==> src/rtl/veggie_pkg.sv <==
// veggie_pkg: shared frame-buffer geometry, pixel type and draw-engine enums
package veggie_pkg;
  localparam int H_RES = 640;
  localparam int V_RES = 480;
  localparam int FB_ADDR_W = 19;
  localparam int FB_PIXELS = H_RES * V_RES;
  typedef logic [7:0] pixel_t;
  typedef enum logic {FILL_RECT, CLEAR} draw_op_e;
  typedef enum logic [2:0] {IDLE, LOAD, WAIT_VB, WRITE, DONE} wr_state_e;
endpackage

==> src/rtl/fb_rect_clip.sv <==
// fb_rect_clip: clips a draw command to the screen and derives the first row's base address
module fb_rect_clip #(
  parameter int H_RES = 640,
  parameter int V_RES = 480,
  parameter int ADDR_W = 19
) (
  input  logic              op_i,
  input  logic [9:0]        x_i,
  input  logic [9:0]        y_i,
  input  logic [9:0]        w_i,
  input  logic [9:0]        h_i,
  output logic [9:0]        x0_o,
  output logic [9:0]        y0_o,
  output logic [10:0]       x1_o,
  output logic [10:0]       y1_o,
  output logic              empty_o,
  output logic [ADDR_W-1:0] row_base_o
);
  import veggie_pkg::*;
  logic clr;
  logic [10:0] xe, ye;
  assign clr = draw_op_e'(op_i) == CLEAR;
  assign xe = {1'b0, x_i} + {1'b0, w_i};
  assign ye = {1'b0, y_i} + {1'b0, h_i};
  assign x0_o = clr ? '0 : x_i;
  assign y0_o = clr ? '0 : y_i;
  assign x1_o = clr || xe > 11'(H_RES) ? 11'(H_RES) : xe;
  assign y1_o = clr || ye > 11'(V_RES) ? 11'(V_RES) : ye;
  assign empty_o = !clr && ({1'b0, x_i} >= 11'(H_RES) || {1'b0, y_i} >= 11'(V_RES) || w_i == '0 || h_i == '0);
  // y*640 as y*512 + y*128, no multiplier
  assign row_base_o = (ADDR_W'(y0_o) << 9) + (ADDR_W'(y0_o) << 7);
endmodule

==> src/rtl/fb_rect_writer.sv <==
// fb_rect_writer: streams one frame-buffer pixel write per clock for rectangle fills and full clears
module fb_rect_writer #(
  parameter int H_RES = 640,
  parameter int V_RES = 480,
  parameter int ADDR_W = 19,
  parameter bit SYNC_TO_VBLANK = 1'b0
) (
  input  logic              Clk,
  input  logic              reset,
  input  logic              cmd_valid,
  output logic              cmd_ready,
  input  logic              cmd_op,
  input  logic [9:0]        cmd_x,
  input  logic [9:0]        cmd_y,
  input  logic [9:0]        cmd_w,
  input  logic [9:0]        cmd_h,
  input  logic [7:0]        cmd_color,
  input  logic              vblank,
  output logic [ADDR_W-1:0] wr_addr,
  output logic [7:0]        wr_data,
  output logic              wr_en,
  output logic              busy,
  output logic              done
);
  import veggie_pkg::*;
  wr_state_e state_q, state_d;
  logic op_q;
  logic [9:0] x_q, y_q, w_q, h_q, x0_q, col_q, row_q, x0, y0;
  logic [10:0] x1_q, y1_q, x1, y1;
  logic [ADDR_W-1:0] row_base_q, row_base, wr_addr_q;
  pixel_t color_q, wr_data_q;
  logic wr_en_q, done_q, empty, col_end, last;
  fb_rect_clip #(.H_RES(H_RES), .V_RES(V_RES), .ADDR_W(ADDR_W)) u_clip (
    .op_i(op_q), .x_i(x_q), .y_i(y_q), .w_i(w_q), .h_i(h_q),
    .x0_o(x0), .y0_o(y0), .x1_o(x1), .y1_o(y1), .empty_o(empty), .row_base_o(row_base)
  );
  assign col_end = {1'b0, col_q} + 11'd1 == x1_q;
  assign last = col_end && {1'b0, row_q} + 11'd1 == y1_q;
  always_ff @(posedge Clk) begin
    if (reset) state_q <= IDLE;
    else state_q <= state_d;
  end
  always_comb begin
    state_d = state_q;
    case (state_q)
      IDLE:    state_d = cmd_valid ? LOAD : IDLE;
      LOAD:    state_d = empty ? DONE : (SYNC_TO_VBLANK ? WAIT_VB : WRITE);
      WAIT_VB: state_d = vblank ? WRITE : WAIT_VB;
      WRITE:   state_d = last ? DONE : WRITE;
      default: state_d = IDLE;
    endcase
  end
  always_comb begin
    cmd_ready = state_q == IDLE;
    busy = state_q != IDLE;
  end
  always_ff @(posedge Clk) begin
    if (state_q == IDLE && cmd_valid) begin
      op_q <= cmd_op;
      x_q <= cmd_x;
      y_q <= cmd_y;
      w_q <= cmd_w;
      h_q <= cmd_h;
      color_q <= cmd_color;
    end
    if (state_q == LOAD) begin
      x0_q <= x0;
      x1_q <= x1;
      y1_q <= y1;
      col_q <= x0;
      row_q <= y0;
      row_base_q <= row_base;
    end else if (state_q == WRITE) begin
      col_q <= col_end ? x0_q : col_q + 10'd1;
      if (col_end) begin
        row_q <= row_q + 10'd1;
        row_base_q <= row_base_q + ADDR_W'(H_RES);
      end
    end
  end
  always_ff @(posedge Clk) begin
    if (reset) begin
      wr_en_q <= 1'b0;
      wr_addr_q <= '0;
      wr_data_q <= '0;
      done_q <= 1'b0;
    end else begin
      wr_en_q <= state_q == WRITE;
      done_q <= state_q == DONE;
      if (state_q == WRITE) begin
        wr_addr_q <= row_base_q + ADDR_W'(col_q);
        wr_data_q <= color_q;
      end
    end
  end
  assign wr_en = wr_en_q;
  assign wr_addr = wr_addr_q;
  assign wr_data = wr_data_q;
  assign done = done_q;
endmodule
==> config.mk <==
export PLATFORM = sky130hd
export DESIGN_NAME = fb_rect_writer
export DESIGN_NICKNAME = d
export VERILOG_FILES = /design/src/rtl/veggie_pkg.sv /design/src/rtl/fb_rect_clip.sv /design/src/rtl/fb_rect_writer.sv
export SDC_FILE = /design/constraint.sdc
export NUM_CORES = 1
export LEC_CHECK = 0
export BUFFER_PORTS_ARGS = -buffer_cell sky130_fd_sc_hd__buf_2
export CELL_PAD_IN_SITES_DETAIL_PLACEMENT = 1
export CELL_PAD_IN_SITES_GLOBAL_PLACEMENT = 1
export CORE_ASPECT_RATIO = 0.7
export CORE_MARGIN = 2
export CORE_UTILIZATION = 50
export CTS_CLUSTER_DIAMETER = 200
export DETAILED_ROUTE_END_ITERATION = 10
export GPL_TIMING_DRIVEN = 0
export HOLD_SLACK_MARGIN = 0.05
export PLACE_DENSITY_LB_ADDON = 0.25
export SLEW_MARGIN = 20
export SYNTH_ARGS = -nofsm -noshare
export SYNTH_HDL_FRONTEND = slang
export SYNTH_SLANG_ARGS = --single-unit
==> constraint.sdc <==
create_clock -name Clk -period 9.7 [get_ports Clk]
set_input_delay 1.455 -clock Clk [delete_from_list [all_inputs] [get_ports Clk]]
set_output_delay 1.455 -clock Clk [all_outputs]
set_load 0.1 [all_outputs]
* Word-level counts from Yosys, hierarchy flattened
Index checks and enable logic that the tools add are counted.
W data, S select, Z words.
** Cells by class
- Mux-type cells :: 16
- $add $sub $neg :: 9
- Magnitude comparators :: 4
- Reduce and logical (&&, ||, !) cells :: 16
- Equal/unequal tests :: 6
** Operators by type and width (number)
- $mux W10 :: 8
- $mux W19 :: 3
- $add A10 B1 Y11 const B :: 2
- $add A10 B10 Y11 :: 2
- $eq A11 B11 Y1 :: 2
- $add A10 B1 Y10 const B :: 2
- $logic_not A10 Y1 :: 2
- $add A19 B10 Y19 :: 1
- $add A19 B10 Y19 const B :: 1
- $add A19 B17 Y19 :: 1
- $pmux W3 S4 :: 1
- $gt A11 B10 Y1 const B :: 1
- $gt A11 B9 Y1 const B :: 1
- $ge A10 B10 Y1 const B :: 1
- $ge A10 B9 Y1 const B :: 1
- $eq A3 B2 Y1 const B :: 2
- $mux W3 :: 2
- $logic_or A1 B1 Y1 :: 5
- $reduce_bool A2 Y1 :: 2
- $eq A3 B1 Y1 const B :: 1
- $eq A3 B3 Y1 const B :: 1
- $logic_and A1 B1 Y1 :: 3
- $logic_not A3 Y1 :: 1
- $reduce_bool A3 Y1 :: 1
- other kinds (3) :: 4
** Storage, ports and cells
- Register bits :: 152
- Word-level logic and storage cells :: 68
- Output and inout port bits :: 31
- Bits of input ports :: 53

* Logic depth before layout (Yosys ltp)
- Depth in word-level cells :: 7
- Mapped depth :: 12
- Gate-level depth less buffers :: 11

* Hierarchy
A second synthesis with hierarchy kept.
** Second synthesis, totals
- Cells, all modules :: 866
- Area, all modules :: 9072.5 um^2
** By module, submodules not included
- fb_rect_writer :: cells each 613, area an instance 7245.7 um^2, times used 1, seq. area each 4244.1 um^2
- fb_rect_clip :: cells each 253, area an instance 1826.8 um^2, times used 1, seq. area each 0.0 um^2

* Worst setup path after synthesis
Ideal clock, no wire load.
- Kind :: register -> register
- Start :: register col_q[0]
- End :: register row_base_q[10] (enable)
- Setup slack :: 5896 ps
- Period minus slack after synthesis :: 3804 ps
- Data arrival time :: 3396 ps
- Path buffers :: 1
- Library setup time :: 408 ps
- Stages on the path, launching flop included :: 9
- Data required time :: 9292 ps
- Cells stage by stage :: edfxtp_1 > ha_1 > nand3_2 > or4_1 > and3_1 > a211o_1 > a211o_1 > buf_2 > a21oi_1
** Between the ends
- Longest elaborated chain between the ends :: 4
** Ends and longest elaborated chain
- from (decl) :: RTL line fb_rect_writer.sv:28 : logic [9:0] x_q, y_q, w_q, h_q, x0_q, col_q, row_q, x0, y0;
- from (signal assigned) :: RTL line fb_rect_writer.sv:74 : col_q <= col_end ? x0_q : col_q + 10'd1;
- $add A10 B1 Y11 :: RTL line fb_rect_writer.sv:37 : assign col_end = {1'b0, col_q} + 11'd1 == x1_q;
- $eq A11 B11 Y1 :: RTL line fb_rect_writer.sv:37
- $reduce_bool A2 Y1 (no source line)
- $reduce_and A2 Y1 (no source line)
- to (signal assigned) :: RTL line fb_rect_writer.sv:72 : row_base_q <= row_base;
- to (signal assigned) :: RTL line fb_rect_writer.sv:77 : row_base_q <= row_base_q + ADDR_W'(H_RES);
- to (decl) :: RTL line fb_rect_writer.sv:30 : logic [ADDR_W-1:0] row_base_q, row_base, wr_addr_q;
No other way between the ends.
A chain may end at the register's enable or synchronous reset.

* Worst setup path after layout
- Start :: register col_q[0]
- End :: register row_base_q[8] (enable)
The elaborated chain is that of the path after synthesis.

==> impl_metrics.ini <==
[status]
status = finished, final reports clean

[logic_synthesis]
synth_edf_count = 113
synth_top_area_share_pct = 43.6
avgSynthCellArea_um2 = 10.5
yosysTopAreaCell = edfxtp_1
synth.distinct_cells = 58
seq_area_frac_synth_pct = 51.8
synthCells = 741
async_flop_share_pct = 0
ys_warn_count = 0
ys.flop_type = edfxtp_1
synth_area_mm2 = 0.00779
synth_seq_cells = 145
ys_top_cells_by_area = edfxtp_1, dfxtp_1, ha_1

[global_route]
grt_use_total_pct = 28.5
antenna_found_initial = 0
use_met2_pct = 48.7
grt_pass1_wl_mm = 36.3
top_usage_layer = met2
grt_pass1_vias = 6803
globalRouteMet1Util_pct = 34.8
use_met3_pct = 6.77
grt_max_degree = 37
grt-ovfl-total = 0

[final_layout]
final_cell_mix = edfxtp_1, nand2_1, buf_2, nor2_1, a21oi_1
drive_above_1_share_pct = 15.3
final_common_cell = edfxtp_1
nFillCells = 1705
antennaDiodeCount = 0
stdcell_area_mm2 = 0.00912
area.growth.synth_to_final_pct = 17.0
instances_no_fill = 1058
fin_nets = 937

[clock_tree]
cts_resized = 0
cts.sinks = 145
cts_hold_buf = 0
cts_root_buf = clkbuf_16
postCtsSetupBuffers = 0
clk_latency_ps = 440
cts_buffers = 17
clkTransAtPathRegs_ps = 60
htreeDepth = 4
cts_buffer_depth = 2
cts_tree = built

[die]
num_io_pins = 84
initial_core_util_pct = 50.7
die_y_um = 108
fp.dieW_um = 153
design.core.area_mm2 = 0.0154
dieArea_mm2 = 0.0166
row_count = 38

[route]
vias = 6266
ant_nets = 0
firstDrtPassIters = 5
wire_per_inst_um = 21.6
wirelength_mm = 22.8
drtIter0Drc = 422
routed_via_density = 5.92
drc = 0

[timing]
grt_setup_unrepaired = no
setup_slack_ps = 6000
setup_violations = 0
period_minus_slack_ps = 3700
max-slew-margin-rel_pct = 41.4
max_freq_mhz = 270
clock_skew_ps = 9.84
finalHoldViolCount = 0
slew_violations = 0
tightest_slew_ps = 873
fin_crit_sh_pct = 38.1
tns_ps = 0

[setup_path]
critical_path_arrival_ps = 3760
reg2reg_from = col_q[0]
cp-start-kind = flip-flop
end_kind = flip-flop
worstPathRequired_ps = 9760
worstSetupPathType = flip-flop to flip-flop
path_max_fanout = 22
worstSetupStartpoint = col_q[0]

[min_path]
worstHoldStart = wr_addr[5]
hp-class = flip-flop to flip-flop

[placement]
dp_hpwl_mm = 16.2
place_inst = 1027
gp_congestion = 0.821
place.port_buffers = 82
placed_area_mm2 = 0.00852
dp_worst_setup_slack_ps = 6060

[power_and_ir_drop]
powerDensity_mw_per_mm2 = 231
static-leakage-power_uw = 0.00353
ir_drop_v = 0.000138

[flow_run]
maxCapViolations = 0
## state kept, by name, indices dropped and copies added, names as in the netlist
| name | flops |
|---|---|
| x_q | 10 |
| wr_addr | 19 |
| color_q | 8 |
| done | 1 |
| row_q | 10 |
| h_q | 10 |
| wr_data | 8 |
| state_q | 3 |
| row_base_q | 12 |
| w_q | 10 |
| col_q | 10 |
| x0_q | 10 |
| y1_q | 11 |
| wr_en | 1 |
| x1_q | 11 |
| op_q | 1 |
| y_q | 10 |
## cell usage after synthesis, drive strengths merged (3+ instances only)
library cell	instances
o31ai	3
nand4	10
o311ai	3
a211o	3
xor2	32
ha	34
a211oi	12
nor3b	5
nor4	9
fa	4
o21ai	39
a31oi	4
dfxtp	32
edfxtp	113
nand3	19
and3	4
nor2	57
mux2i	12
nand2b	8
mux2	4
nor3	19
o21a	4
inv	27
and2	3
or2	4
a21o	10
nand2	89
nor2b	27
a311oi	3
or3	6
a21oi	46
clkbuf	26
xnor2	37
## cell type report
type                    count  area [µm²]  area share, %
flip-flops and latches    145        4030           44.2
clock inverters             7        41.3          0.453
well taps                 200         250           2.74
inverters                  27         101           1.11
repair buffers             84         458           5.02
plain buffers              27         104           1.14
clock buffers              24         557           6.11
multi-input cells         544        3570           39.2
## worst max-delay path, stage by stage, from the launching register on
cell	delay [ps]
edfxtp_1	520
ha_1	260
nand3_2	190
or4_1	520
and3_1	210
a211o_1	260
a211o_1	380
buf_2	290
a21oi_4	690
## power breakdown
part,switching [µW],internal [µW]
combinational,379,205
clock,271,399
sequential,68.5,781
total,718,1390
## through the flow
step | power [µW] | hold slack (ps) | utilization (%)
floorplan | 1250 | 440 | -
global placement | 1370 | 442 | 55.1
detailed placement | 1420 | 453 | 55.5
finish | 2100 | 460 | 59.4
CTS | 2100 | 465 | 59.4
global route | 2190 | 479 | 59.4
## per-layer routing
| metal | vias up | share of wire (%) |
|---|---|---|
| met1 | 3149 | 42 |
| met5 | - | 0 |
| li1 | 2884 | - |
| met4 | 0 | 2.9 |
| met2 | 173 | 50 |
| met3 | 60 | 4.7 |
## worst paths after layout
path              slack, ps  cells after the start            end
setup / recovery       6000                      8  row_base_q[8]
hold / removal          460                      2     wr_addr[5]
setup reg to reg       6000                      8  row_base_q[8]
hold reg to reg         460                      2     wr_addr[5]
## kinds of logic after synthesis
| group | Yosys count | share of synthesized area (%) |
|---|---|---|
| buffers and inverters | 54 | 2.62 |
| flip-flops | 145 | 51.8 |
| adder cells (fa/ha/maj) | 39 | 6.62 |
| other | 1 | 0.0481 |
| AO/OA/AOI/OAI | 143 | 11.4 |
| AND/OR/NAND/NOR | 272 | 17.0 |
| XOR/XNOR | 71 | 8.34 |
| multiplexers | 16 | 2.12 |
No activity file was read; power rests on OpenSTA's default activity.
